## config.mk

```make
export PLATFORM = sky130hd
export DESIGN_NAME = rr_decoder_arbiter
export DESIGN_NICKNAME = d
export VERILOG_FILES = /design/src/rtl/rr_decoder_arbiter.sv
export SDC_FILE = /design/constraint.sdc
export NUM_CORES = 1
export LEC_CHECK = 0
export BUFFER_PORTS_ARGS = -buffer_cell sky130_fd_sc_hd__buf_4
export CAP_MARGIN = 5
export CORE_UTILIZATION = 40
export DETAILED_ROUTE_END_ITERATION = 16
export GPL_ROUTABILITY_DRIVEN = 0
export HOLD_SLACK_MARGIN = 0.08
export MAX_ROUTING_LAYER = met4
export PLACE_DENSITY_LB_ADDON = 0.2
export SYNTH_ARGS = -nofsm -noshare
export SYNTH_HDL_FRONTEND = slang
export SYNTH_SLANG_ARGS = --single-unit
```

## constraint.sdc

```tcl
create_clock -name clk -period 4.5 [get_ports clk]
set_input_delay 0.225 -clock clk [delete_from_list [all_inputs] [get_ports clk]]
set_output_delay 0.225 -clock clk [all_outputs]
set_load 0.02 [all_outputs]
```

## src/rtl/rr_decoder_arbiter.sv

```systemverilog
// rtl/rr_decoder_arbiter.sv - round-robin arbiter driving a shared 2-to-4 decoder
module rr_decoder_arbiter #(
    parameter int MAX_HOLD = 8,
    parameter int CNT_W    = 8
) (
    input  logic             clk,
    input  logic             rst_n,
    input  logic [3:0]       req,
    output logic [3:0]       grant,
    output logic [1:0]       grant_idx,
    output logic             grant_valid,
    output logic [CNT_W-1:0] hold_cnt
);

    typedef enum logic {IDLE, BUSY} state_t;

    state_t           state, state_nxt;
    logic [1:0]       last, last_nxt;
    logic [3:0]       grant_nxt;
    logic [1:0]       idx_nxt;
    logic             valid_nxt;
    logic [CNT_W-1:0] cnt_nxt;
    logic [2:0]       pick_all, pick_oth;
    logic [3:0]       others;
    logic             new_grant, go_idle;
    logic [1:0]       win;

    // Returns {found, index}; scans ptr+1 .. ptr+4 and keeps the earliest hit.
    function automatic logic [2:0] rr_pick(input logic [3:0] cand, input logic [1:0] ptr);
        logic [2:0] res;
        logic [1:0] c;
        res = 3'b000;
        for (int k = 4; k >= 1; k--) begin
            c = ptr + 2'(k);
            if (cand[c]) res = {1'b1, c};
        end
        return res;
    endfunction

    always_ff @(posedge clk) begin
        if (!rst_n) begin
            state       <= IDLE;
            last        <= 2'd3;
            grant       <= 4'b0000;
            grant_idx   <= 2'd0;
            grant_valid <= 1'b0;
            hold_cnt    <= '0;
        end else begin
            state       <= state_nxt;
            last        <= last_nxt;
            grant       <= grant_nxt;
            grant_idx   <= idx_nxt;
            grant_valid <= valid_nxt;
            hold_cnt    <= cnt_nxt;
        end
    end

    always_comb begin
        state_nxt = state;
        last_nxt  = last;
        grant_nxt = grant;
        idx_nxt   = grant_idx;
        valid_nxt = grant_valid;
        cnt_nxt   = hold_cnt;
        new_grant = 1'b0;
        go_idle   = 1'b0;
        win       = 2'd0;
        // In BUSY the owner's bit is the only set bit of grant, so masking it leaves the contenders.
        others    = req & ~grant;
        pick_all  = rr_pick(req, last);
        pick_oth  = rr_pick(others, last);

        case (state)
            IDLE: begin
                if (pick_all[2]) begin
                    new_grant = 1'b1;
                    win       = pick_all[1:0];
                end
            end
            BUSY: begin
                if (!req[grant_idx]) begin
                    if (pick_oth[2]) begin
                        new_grant = 1'b1;
                        win       = pick_oth[1:0];
                    end else begin
                        go_idle = 1'b1;
                    end
                end else if (hold_cnt < CNT_W'(MAX_HOLD)) begin
                    cnt_nxt = hold_cnt + CNT_W'(1);
                end else if (pick_oth[2]) begin
                    new_grant = 1'b1;
                    win       = pick_oth[1:0];
                end else begin
                    cnt_nxt = CNT_W'(1);
                end
            end
            default: go_idle = 1'b1;
        endcase

        if (new_grant) begin
            state_nxt = BUSY;
            grant_nxt = 4'b0001 << win;
            idx_nxt   = win;
            valid_nxt = 1'b1;
            cnt_nxt   = CNT_W'(1);
            last_nxt  = win;
        end else if (go_idle) begin
            state_nxt = IDLE;
            grant_nxt = 4'b0000;
            idx_nxt   = 2'd0;
            valid_nxt = 1'b0;
            cnt_nxt   = '0;
        end
    end

endmodule

```

## After elaboration in Yosys (flattened, before gate mapping)

Index checks and enable logic that the tools add are counted.

- $add $sub $neg: 4
- Multiply operators: 0
- Divide/modulo/power cells: 0
- $lt $le $gt $ge: 6
- Eq/ne operators: 2
- Shifts and indexed selects: 1
- Muxes and demuxes: 51
- Bitwise operators: 4
- Reduce and logical (&&, ||, !) cells: 6

Operators by type and width:

| kind | number |
|---|---|
| 2-to-1 mux 3 bit | 8 |
| 2-to-1 mux 1 bit | 22 |
| binary-select mux 1 bit (select 2 bit) | 9 |
| 2-to-1 mux 8 bit | 2 |
| < comparator 2 x 3 -> 1 bit, second input constant | 5 |
| 2-to-1 mux 2 bit | 6 |
| adder 8 x 1 -> 8 bit, second input constant | 1 |
| < comparator 8 x 4 -> 1 bit, second input constant | 1 |
| 2-to-1 mux 4 bit | 2 |
| AND reduction 3 bit | 2 |
| nonzero test 3 bit | 2 |
| adder 2 bit, second input constant | 2 |
| bitwise AND 4 bit | 1 |
| != test 4 x 1 -> 1 bit, second input constant | 1 |
| inverter 4 bit | 1 |
| case mux 2 bit (2 select lines) | 1 |
| left shift 1 x 2 -> 4 bit, first input constant | 1 |
| OR reduction 3 bit | 1 |
| adder 2 x 1 -> 2 bit, second input constant | 1 |
| != test 2 x 1 -> 1 bit, second input constant | 1 |
| inverter 1 bit | 2 |
| case mux 1 bit (2 select lines) | 1 |
| nonzero test 2 bit | 1 |

- Bits in registers: 17
- Bits in latches: 0
- RAM bits: 0
- Bits in read-only memories: 0
- Input bits: 6
- Output and inout bits: 15
- Logic and storage cells: 80
- Memories kept: 0

## Depth between registers and ports, before layout

Gate-level depths: netlist of run 1.

- Depth in word-level cells: 14
- Gate-level depth with buffers: 6

## Worst setup path after synthesis of run 1

No wires, ideal clock.

- Path kind: register to register
- Start: register grant_idx[0]
- End: register grant_idx[0]
- Setup time: 0.117 ns
- Arrival time: 1.788 ns
- Required time: 4.383 ns
- Path slack: 2.595 ns
- Cell stages (with the launch flop): 6
- Period minus slack after synthesis: 1.905 ns
- Path through: dfxtp_1 mux4_2 and2_4 o21a_4 o21a_4 a22o_1

- Longest elaborated chain between the ends: 5

RTL lines:

| element | RTL line | RTL |
|---|---|---|
| start: declaration | 10 | `output logic [1:0] grant_idx,` |
| start signal: assignment | 52 | `grant_idx <= idx_nxt;` |
| binary-select mux 1 bit (select 2 bit) * | 81 | `if (!req[grant_idx]) begin` |
| 2-to-1 mux 1 bit (implied by the code) * | 81 |  |
| 2-to-1 mux 2 bit / 2-to-1 mux 1 bit (equally long branches) | 81 |  |
| case mux 2 bit (2 select lines) (tied with other cells) | 73 | `case (state)` |
| 2-to-1 mux 2 bit / nonzero test 2 bit (equally long branches) | - |  |

Mark *: on every way between the ends. The rest lies on a longest branch, timed or not. The select of a mux whose other input is x is not followed.
A chain may end at the register's enable or synchronous reset.

## Worst setup path after layout of run 1

- Start: register grant_idx[0]
- End: register grant[0]

- Longest elaborated chain between the ends: 6

RTL lines:

| element | RTL line | RTL |
|---|---|---|
| binary-select mux 1 bit (select 2 bit) * | 81 |  |
| 2-to-1 mux 1 bit (implied by the code) * | 81 |  |
| 2-to-1 mux 2 bit | 81 |  |
| case mux 2 bit (2 select lines) | 73 |  |
| left shift 1 x 2 -> 4 bit | 102 | `grant_nxt = 4'b0001 << win;` |
| 2-to-1 mux 4 bit | 100 | `if (new_grant) begin` |
| end signal: assignment | 51 | `grant <= grant_nxt;` |
| end: declaration | 9 | `output logic [3:0] grant,` |

Marked as above.

==> impl_results.md, run 1 <==
* YS warnings at 0
* Area delta synth->final at 22.01%
* CP max stage cell: mux4_2
* GR peak layer: met2
* CP startpoint kind: flop
* Final setup fails at 0
* TritonCTS clock tree: done
* Die width at 50.28 um
* Switching Share at 33.76%
* Worst-path fanout max at 5
* # resized after CTS at 0
* Clock root buffer: clkbuf_4
* Yosys top cell area share at 36.51%
* Worst setup margin at 2.635 ns
* Tightest Pin Transition at 0.5906 ns
* Hold Crit Class: primary input to flop
* Post-Place Cells at 147
* Remaining routing DRC violations at 0
* Synth Area in Simple Gates at 25.37%
* Ports at 21
* Sink Count at 17
* Syn_area_per_cell at 9.229 sq um
* Die area at 2528 sq um
* Cts hold-fix bufs at 0
* Kind of end point of the critical path: flop
* Post-synth top area cell: dfxtp_1
* Count leader, synth: dfxtp_1
* Fin util at 51.41%
* WL/cell at 14.49 um
* Final worst path period share at 41.45%
* Worst reg2reg path startpoint: grant_idx[0]$_SDFFE_PN0P_
* Vias in the first global route at 823
* Mux cell area share after synthesis at 3.490%
* Commonest register cell after synthesis: dfxtp_1
* Synthesized cell area at 932.1 sq um
* Library cells used by synthesis at 47
* Largest net degree at the start of global routing at 12
* Routed vias at 873
* GR met2 Demand/Resource at 30.00%
* R2r worst-path depth at 5
* CTS Buf Count at 3
* Final setup TNS at 0 ns
* Top Family by Delay on Critical Path: compound AO/OA/AOI/OAI gates
* XOR/XNOR share of the synthesized area at 0.9396%
* Synthesized net count at 108
* Internal Power at 0.2462 mW
* Reg power frac at 48.1%
* Initial core utilization at 42.14%
* N_diodes at 0
* Syn Inst Count at 101
* Setup CP Type: flop to flop
* WHS Path Cells at 2
* Final WL at 2.188 mm
* Main combinational cell family by area after synthesis: compound AO/OA/AOI/OAI gates
* Final hold violations at 0
* Fin cells at 151
* Synth area leaders: dfxtp_1 37%, nand2b_1 3.4%, nand3_1 3.2%
* PortBufs at 20
* Final Skew at 0.0009423 ns
* Post-synthesis register bit count at 17
* Commonest cells post-synth: 17 x dfxtp_1, 6 x inv_1, 6 x nand3_1, 5 x nand2b_1
* Met1 Usage GRT at 25.84%
* DRT Pass-1 Iters at 4
* Worst path required time at 4.67 ns
* Clock transition at path regs at 0.10 ns
* GRT Util Overall at 19.83%
* Design Power at 0.3717 mW
* Nets at 131
* Status: complete, no violations
* Vias per cell at 5.781
* Min cycle time layout at 1.865 ns
* Synth Area in Compound Gates at 29.13%
* Layout cells sized above 1 at 27.64%
* Gate power share at 29.5%
* P_sw at 0.1255 mW
* CP max stage delay at 0.60 ns
* LEAKAGE at 0.4740 nW
* Die height at 50.28 um
* Clk Latency, worst-skew pair at 0.29 ns
* Setup Slack @ Placement at 2.658 ns
* H-Tree Depth at 1
* R2R Setup Slk at 2.63 ns
* Clk buf depth at 2
* Fmax at 0.5361 GHz
* Core area at 2212 sq um
* Hold path start: rst_n
* Max IR drop VDD at 0.2143 mV
* Worst flop-to-flop path endpoint: grant[0]$_SDFFE_PN0P_
* RSZ-0062 raised after global routing: no
* Worst hold endpoint: last[0]$_SDFFE_PN1P_
* Clk network pwr share at 22.3%
* Post-CTS setup buffers at 0
* Sequential-to-total area share from yosys stat at 36.51%
* First-pass GRT wire length at 3.712 mm
* Synth async-reset ratio at 0%
* GRT overflow at 0
* 1st-iter DRT viols at 44
* CP cell instances: mux4_2, a31oi_4, nand2_1, o21ai_1, o31ai_1
* Antenna viol nets, final at 0
* Max cap viols at 0
* Std-Cell Rows at 17
* Worst Path Arrival at 2.04 ns
* DP Wirelength at 1.717 mm
* EDFF count, synth at 0
* Met3 Resource Use GR at 4.242%
* Worst rel slew slack at 60.26%
* Slew Viols, Final at 0
* Post-synthesis adder-cell area fraction at 1.342%
* P per Cell Area at 326.8 nW/um^2
* CP bufs+invs at 0
* Antenna violations before repair at 0
worst register-to-register path, cell delays in order, from the launching register on:
cell     delay, ns
dfxtp_1       0.40
mux4_2        0.60
a31oi_4       0.23
nand2_1       0.10
o21ai_1       0.28
o31ai_1       0.14
power by group through the flow:
stage | registers, mW | clock network [mW] | logic [mW]
final | 0.179 | 0.0830 | 0.110
after global routing | 0.181 | 0.0940 | 0.118
after CTS | 0.179 | 0.0853 | 0.109
after detailed placement | 0.182 | 0 | 0.109
after global placement | 0.181 | 0 | 0.108
after floorplan | 0.186 | 0 | 0.0693
stage by stage:
step	cell area, sq um	hold WS, ns
2_1_floorplan	932.1	0.5020
3_3_place_gp	1110	0.4534
3_5_place_dp	1110	0.4472
4_1_cts	1137	0.1888
5_1_grt	1137	0.1879
6_report	1137	0.1892
flip-flops by register name, indices dropped and copies added, names as in the netlist:
register and flops:
state 1, hold_cnt 8, last 2, grant 4, grant_idx 2
layer usage:
layer  routed length [um]  part of all wire (%)  vias to the layer above
li1                     -                     -                      429
met1                 1055                    48                      414
met2                 1004                    46                       28
met3                  112                   5.1                        2
met4                   15                  0.69                        0
met5                    0                     0                        -
cell type report:
class                           count  area, sq um
Clock buffer                        3        22.52
Clock inverter                      1        5.005
Fill cell                         219         1075
Inverter                            6        22.52
Multi-Input combinational cell     76        561.8
Sequential cell                    17        340.3
Tap cell                           28        35.03
Timing Repair Buffer               20        150.1
cells by family (layout without fill, tap and decap cells):
group           after synthesis  in the layout
buf+inv                       8             30
xor+xnor                      1              1
mux                           2              2
flops                        17             17
fa+ha+maj                     1              1
compound gates               33             33
simple gates                 39             39
cell usage in the layout, fill, tap and decap left out, drive strengths merged, types with 2 or more instances in the layout:
master	Yosys	layout
buf	0	20
dfxtp	17	17
inv	6	6
nand3	6	6
nand2b	5	5
o21ai	5	5
and3	4	4
a21oi	4	4
nor2	4	4
a22o	3	3
clkbuf	2	3
and2	3	3
o21a	3	3
nor4	2	2
nand4	2	2
nand2	2	2
nor2b	2	2
o22ai	2	2
nand3b	2	2
o211ai	2	2
a21boi	2	2
a21o	2	2
worst max path at each step:
| stage | start | to | slack (ns) | depth (start not counted) |
|---|---|---|---|---|
| finish | grant_idx[0]$_SDFFE_PN0P_ | grant[0]$_SDFFE_PN0P_ | 2.63 | 5 |
| global route | hold_cnt[3]$_SDFFE_PP0P_ | hold_cnt[6]$_SDFFE_PP0P_ | 2.53 | 4 |
| CTS | grant_idx[0]$_SDFFE_PN0P_ | grant[2]$_SDFFE_PN0P_ | 2.64 | 5 |
| detailed placement | grant_idx[0]$_SDFFE_PN0P_ | grant[2]$_SDFFE_PN0P_ | 2.66 | 5 |
| global placement | grant_idx[0]$_SDFFE_PN0P_ | grant[2]$_SDFFE_PN0P_ | 2.66 | 5 |
| floorplan | grant_idx[0]$_SDFFE_PN0P_ | grant_idx[0]$_SDFFE_PN0P_ | 2.60 | 5 |
No activity file was read; power rests on OpenSTA's default activity.
==> run 2: changes to the inputs <==
--- a/config.mk
+++ b/config.mk
@@ -5,6 +5,7 @@
 export SDC_FILE = /design/constraint.sdc
 export NUM_CORES = 1
 export LEC_CHECK = 0
+export ABC_AREA = 1
 export BUFFER_PORTS_ARGS = -buffer_cell sky130_fd_sc_hd__buf_4
 export CAP_MARGIN = 5
 export CORE_UTILIZATION = 40
==> constraint.sdc (replaced) <==
create_clock -name clk -period 1.9 [get_ports clk]
set_input_delay 0.095 -clock clk [delete_from_list [all_inputs] [get_ports clk]]
set_output_delay 0.095 -clock clk [all_outputs]
set_load 0.02 [all_outputs]
==> impl_results.md, run 2 <==
* Clk Latency, worst-skew pair at 0.29 ns
* Tightest Pin Transition at 0.3099 ns
* Syn Inst Count at 201
* EDFF count, synth at 0
* Routed vias at 1214
* Post-synthesis register bit count at 17
* Final hold violations at 0
* Largest registers: hold_cnt: 8 flops, grant: 4 flops
* Worst Path Arrival at 1.84 ns
* Layout cells sized above 1 at 26.11%
* Top reg by flops: hold_cnt
* Post-CTS setup buffers at 0
* Final WL at 2.651 mm
* Setup CP Type: flop to flop
* Final setup TNS at 0 ns
* Syn_area_per_cell at 6.150 sq um
* Initial core utilization at 43.33%
* Worst path required time at 2.09 ns
* Max cap viols at 0
* Register area at 340.3 sq um
* Antenna viol nets, final at 0
* YS warnings at 0
* Kind of end point of the critical path: flop
* Post-synth top area cell: dfxtp_1
* Worst rel slew slack at 79.19%
* Remaining routing DRC violations at 0
* H-Tree Depth at 1
* TritonCTS clock tree: done
* Nets at 234
* Synthesized cell area at 1236 sq um
* # fillers at 313
* LEAKAGE at 0.8233 nW
* Clock transition at path regs at 0.10 ns
* Vias per cell at 4.724
* GRT Util Overall at 18.05%
* N_diodes at 0
* Antenna violations before repair at 0
* Final worst path period share at 86.96%
* Final Skew at 0.003494 ns
* Slew Viols, Final at 0
* Core area at 2853 sq um
* RSZ-0062 raised after global routing: no
* Commonest cells post-synth: 74 x nand2_1, 27 x inv_1, 21 x nand3_1, 17 x dfxtp_1, 14 x nand2_2
* Library cells used by synthesis at 27
* Max FFs per register at 8
* CP startpoint kind: flop
* DRT Pass-1 Iters at 4
* Most frequent cells in the layout: 74 x nand2_1, 27 x inv_1, 23 x buf_4
* Count leader, synth: nand2_1
* Vias in the first global route at 1078
* DP Wirelength at 2.177 mm
* Clock root buffer: clkbuf_4
* Max IR drop VDD at 0.6609 mV
* GRT overflow at 0
* Min cycle time layout at 1.652 ns
* Clk buf depth at 2
* Ports at 21
* Most common cell after layout, fill and taps aside: nand2_1
* Synth area leaders: dfxtp_1 28%, nand2_1 22%, nand3_1 8.5%
* Hold Crit Class: primary input to flop
* 1st-iter DRT viols at 29
* Yosys top cell area share at 27.53%
* Worst-path fanout max at 10
* Min Hold Slack at 0.4270 ns
* First-pass GRT wire length at 4.581 mm
* WL/cell at 10.32 um
* Area delta synth->final at 17.51%
* Final setup fails at 0
* Std-Cell Rows at 19
* Largest net degree at the start of global routing at 11
* Sequential-to-total area share from yosys stat at 27.53%
* Synthesized net count at 208
* Die width at 57.59 um
* PortBufs at 20
* Fmax at 0.6052 GHz
* Commonest register cell after synthesis: dfxtp_1
* Area of the multi-input gates at 735.7 sq um
* Status: complete, no violations
* Die height at 57.59 um
* Synth async-reset ratio at 0%
* Sink Count at 17
* Die area at 3317 sq um
* P per Cell Area at 1415 nW/um^2
* CTS Buf Count at 3
run 2: cell count changes after synthesis, sizes merged, moves of 5 or more:
cell | previous run | this run
inv | 6 | 33
nand2 | 2 | 90
nand2b | 5 | 0
nand3 | 6 | 23
nor2 | 4 | 17
run 2: power breakdown:
part / switching (mW) / internal (mW) / total, mW
clock network: 0.109 / 0.0816 / 0.191
logic: 0.888 / 0.471 / 1.36
registers: 0.0735 / 0.432 / 0.506
run 2: metal layers:
| metal | up-vias | part of all wire, % | track usage [%] |
|---|---|---|---|
| met2 | 20 | 45 | 27.74 |
| met3 | 4 | 2.6 | 2.041 |
| met5 | - | 0 | - |
| li1 | 669 | - | - |
| met4 | 0 | 1.1 | 6.272 |
| met1 | 521 | 51 | 24.44 |
run 2: worst max-delay path: stages (launching register included):
cell,delay [ns]
dfxtp_1,0.32
buf_4,0.17
xnor2_1,0.30
nand2_1,0.13
nand2_1,0.10
nor2_1,0.04
a21oi_1,0.13
inv_1,0.06
nand2_2,0.11
inv_2,0.07
nand3_1,0.08
nand2_1,0.04
run 2: cell families after synthesis:
logic type,count (synthesis),synth area share [%]
DFF,17,27.53
adders and majority gates,1,1.012
buffers and inverters,36,12.95
AOI/OAI and AO/OA,8,4.555
xor gates and xnor gates,2,1.417
and+or+nand+nor,137,52.53
run 2: final cells by class:
| type | instances | area share [%] |
|---|---|---|
| clock buffers | 4 | 1.809 |
| repair buffers | 24 | 12.58 |
| flip-flops and latches | 17 | 23.43 |
| well taps | 31 | 2.670 |
| inverters | 33 | 8.872 |
| multi-input cells | 148 | 50.65 |
run 2: stage by stage:
stage	area (sq um)	total power, mW	utilization [%]	std cells	setup WS [ns]
floorplan	1236	1.588	-	201	0.4272
global placement	1416	1.879	49.65	252	0.2866
detailed placement	1416	1.871	49.65	252	0.2723
CTS	1453	2.068	50.92	257	0.2536
global route	1453	2.273	50.92	257	0.05425
finish	1453	2.055	50.92	257	0.2477
run 2: worst paths after layout:
check                            from                  endpoint  slack [ns]  depth (start not counted)
min reg2reg  hold_cnt[6]$_SDFFE_PP0P_  hold_cnt[6]$_SDFFE_PP0P_        0.47                          2
max reg2reg      last[0]$_SDFFE_PN1P_     grant[1]$_SDFFE_PN0P_        0.25                         11
min                            req[1]  hold_cnt[0]$_SDFFE_PN0P_        0.43                          7
max              last[0]$_SDFFE_PN1P_     grant[1]$_SDFFE_PN0P_        0.25                         11
run 2: what timing repair did:
item,CTS,global route
gates resized for setup,0,0
hold endpoints to repair,3,0
hold buffers,1,0
==> run 3: changes to the inputs <==
--- a/config.mk
+++ b/config.mk
@@ -9,6 +9,7 @@
 export BUFFER_PORTS_ARGS = -buffer_cell sky130_fd_sc_hd__buf_4
 export CAP_MARGIN = 5
 export CORE_UTILIZATION = 40
+export CTS_CLUSTER_SIZE = 28
 export DETAILED_ROUTE_END_ITERATION = 16
 export GPL_ROUTABILITY_DRIVEN = 0
 export HOLD_SLACK_MARGIN = 0.08
==> constraint.sdc (replaced) <==
create_clock -name clk -period 1.9 [get_ports clk]
set_input_delay 0.285 -clock clk [delete_from_list [all_inputs] [get_ports clk]]
set_output_delay 0.285 -clock clk [all_outputs]
set_load 0.02 [all_outputs]
==> impl_results.md, run 3 (synthesis results as in run 2) <==
* RSZ-0062 raised after global routing: no
* Most common cell after layout, fill and taps aside: nand2_1
* GRT overflow at 0
* Clock root buffer: clkbuf_4
* Nets at 233
* Max IR drop VDD at 0.6610 mV
* Hold Crit Class: primary input to flop
* PortBufs at 20
* CP startpoint kind: flop
* Die area at 3317 sq um
* Setup CP Type: flop to flop
* First-pass GRT wire length at 4.581 mm
* Post-DP Area at 1416 sq um
* Remaining routing DRC violations at 0
* Clk Latency, worst-skew pair at 0.29 ns
* Max FFs per register at 8
* Tightest Pin Transition at 0.3099 ns
* Core area at 2853 sq um
* CTS Buf Count at 3
* Min cycle time layout at 1.654 ns
* WL/cell at 10.36 um
* Kind of end point of the critical path: flop
* LEAKAGE at 0.8191 nW
* Die width at 57.59 um
* Status: complete, no violations
* Slew Viols, Final at 0
* 1st-iter DRT viols at 28
* Final worst path period share at 87.03%
* Worst rel slew slack at 79.19%
* Min Hold Slack at 0.2457 ns
* Setup Slack @ Placement at 0.2723 ns
* CP bufs+invs at 3
* Most frequent cells in the layout: 74 x nand2_1, 27 x inv_1, 23 x buf_4
* TritonCTS clock tree: done
* CP max stage delay at 0.32 ns
* Worst setup margin at 0.2465 ns
* Cts hold-fix bufs at 0
* Worst path required time at 2.09 ns
* Post-CTS setup buffers at 0
* Antenna viol nets, final at 0
* Final setup TNS at 0 ns
* Max cap viols at 0
* N_diodes at 0
* GRT Util Overall at 18.05%
* CP cell instances: buf_4, xnor2_1, nand2_1, nand2_1, nor2_1, a21oi_1, inv_1, nand2_2, inv_2, nand3_1, nand2_1
* Vias per cell at 4.723
* Vias in the first global route at 1078
* H-Tree Depth at 1
* Largest registers: hold_cnt: 8 flops, grant: 4 flops
* DP Wirelength at 2.177 mm
* P per Cell Area at 1424 nW/um^2
* Largest net degree at the start of global routing at 11
* Top Family by Delay on Critical Path: simple AND/OR/NAND/NOR gates
* Worst-path fanout max at 10
* Std-Cell Rows at 19
* Initial core utilization at 43.33%
* Antenna violations before repair at 0
* Sink Count at 17
* Final WL at 2.652 mm
* Clock transition at path regs at 0.09 ns
* Post-route cell area at 1443 sq um
* Routed vias at 1209
* Clk buf depth at 2
* Top reg by flops: hold_cnt
* Layout cells sized above 1 at 26.22%
* Ports at 21
* Worst Path Arrival at 1.84 ns
* Fmax at 0.6048 GHz
* # resized after CTS at 0
* Final Skew at 0.003476 ns
* CP dominant cell by count: nand2_1
* CP max stage cell: dfxtp_1
* DRT Pass-1 Iters at 4
* Final hold violations at 0
* Die height at 57.59 um
* Area delta synth->final at 16.70%
* Final setup fails at 0
==> run 3: cell types whose count changed in the layout (fill, tap and decap cells not counted) <==
cell / before / now
dlygate4sd3_1: 1 / 0
==> run 3: worst paths after layout <==
check | slack (ns) | cells after the start | from | end
worst min register to register | 0.47 | 2 | hold_cnt[6]$_SDFFE_PP0P_ | hold_cnt[6]$_SDFFE_PP0P_
worst max register to register | 0.25 | 11 | last[0]$_SDFFE_PN1P_ | grant[1]$_SDFFE_PN0P_
worst max-delay path | 0.25 | 11 | last[0]$_SDFFE_PN1P_ | grant[1]$_SDFFE_PN0P_
worst min-delay path | 0.25 | 2 | rst_n | last[0]$_SDFFE_PN1P_
==> run 3: cell type report <==
cell class	count	area (sq um)
timing repair buffer	23	172.7
sequential	17	340.3
fill	314	1410
multi-input combinational	148	735.7
clock buffer	4	26.28
tap	31	38.79
inverter	33	128.9
==> run 3: stage by stage <==
step / total power [mW] / cells / utilization [%]
after floorplan: 1.588 / 201 / -
after global placement: 1.879 / 252 / 49.65
after detailed placement: 1.871 / 252 / 49.65
after CTS: 2.067 / 256 / 50.57
after global routing: 2.271 / 256 / 50.57
final: 2.054 / 256 / 50.57
==> run 3: per-layer routing <==
layer,vias to the layer above,wire (um),global-route usage [%]
met5,-,0,-
met4,0,29,6.272
met3,4,65,2.041
met2,20,1187,27.74
met1,519,1369,24.44
li1,666,-,-
==> run 3: power by group <==
| part | internal, mW | total, mW | switching (mW) |
|---|---|---|---|
| clock network | 0.0816 | 0.191 | 0.109 |
| registers | 0.432 | 0.506 | 0.0738 |
| logic | 0.469 | 1.36 | 0.888 |
==> run 3: worst register-to-register path: cells and delay by family (launching register included) <==
family | cells | cell delay (ns)
compound gates | 1 | 0.13
buf+inv | 3 | 0.30
flops | 1 | 0.32
xor+xnor | 1 | 0.30
simple gates | 6 | 0.51
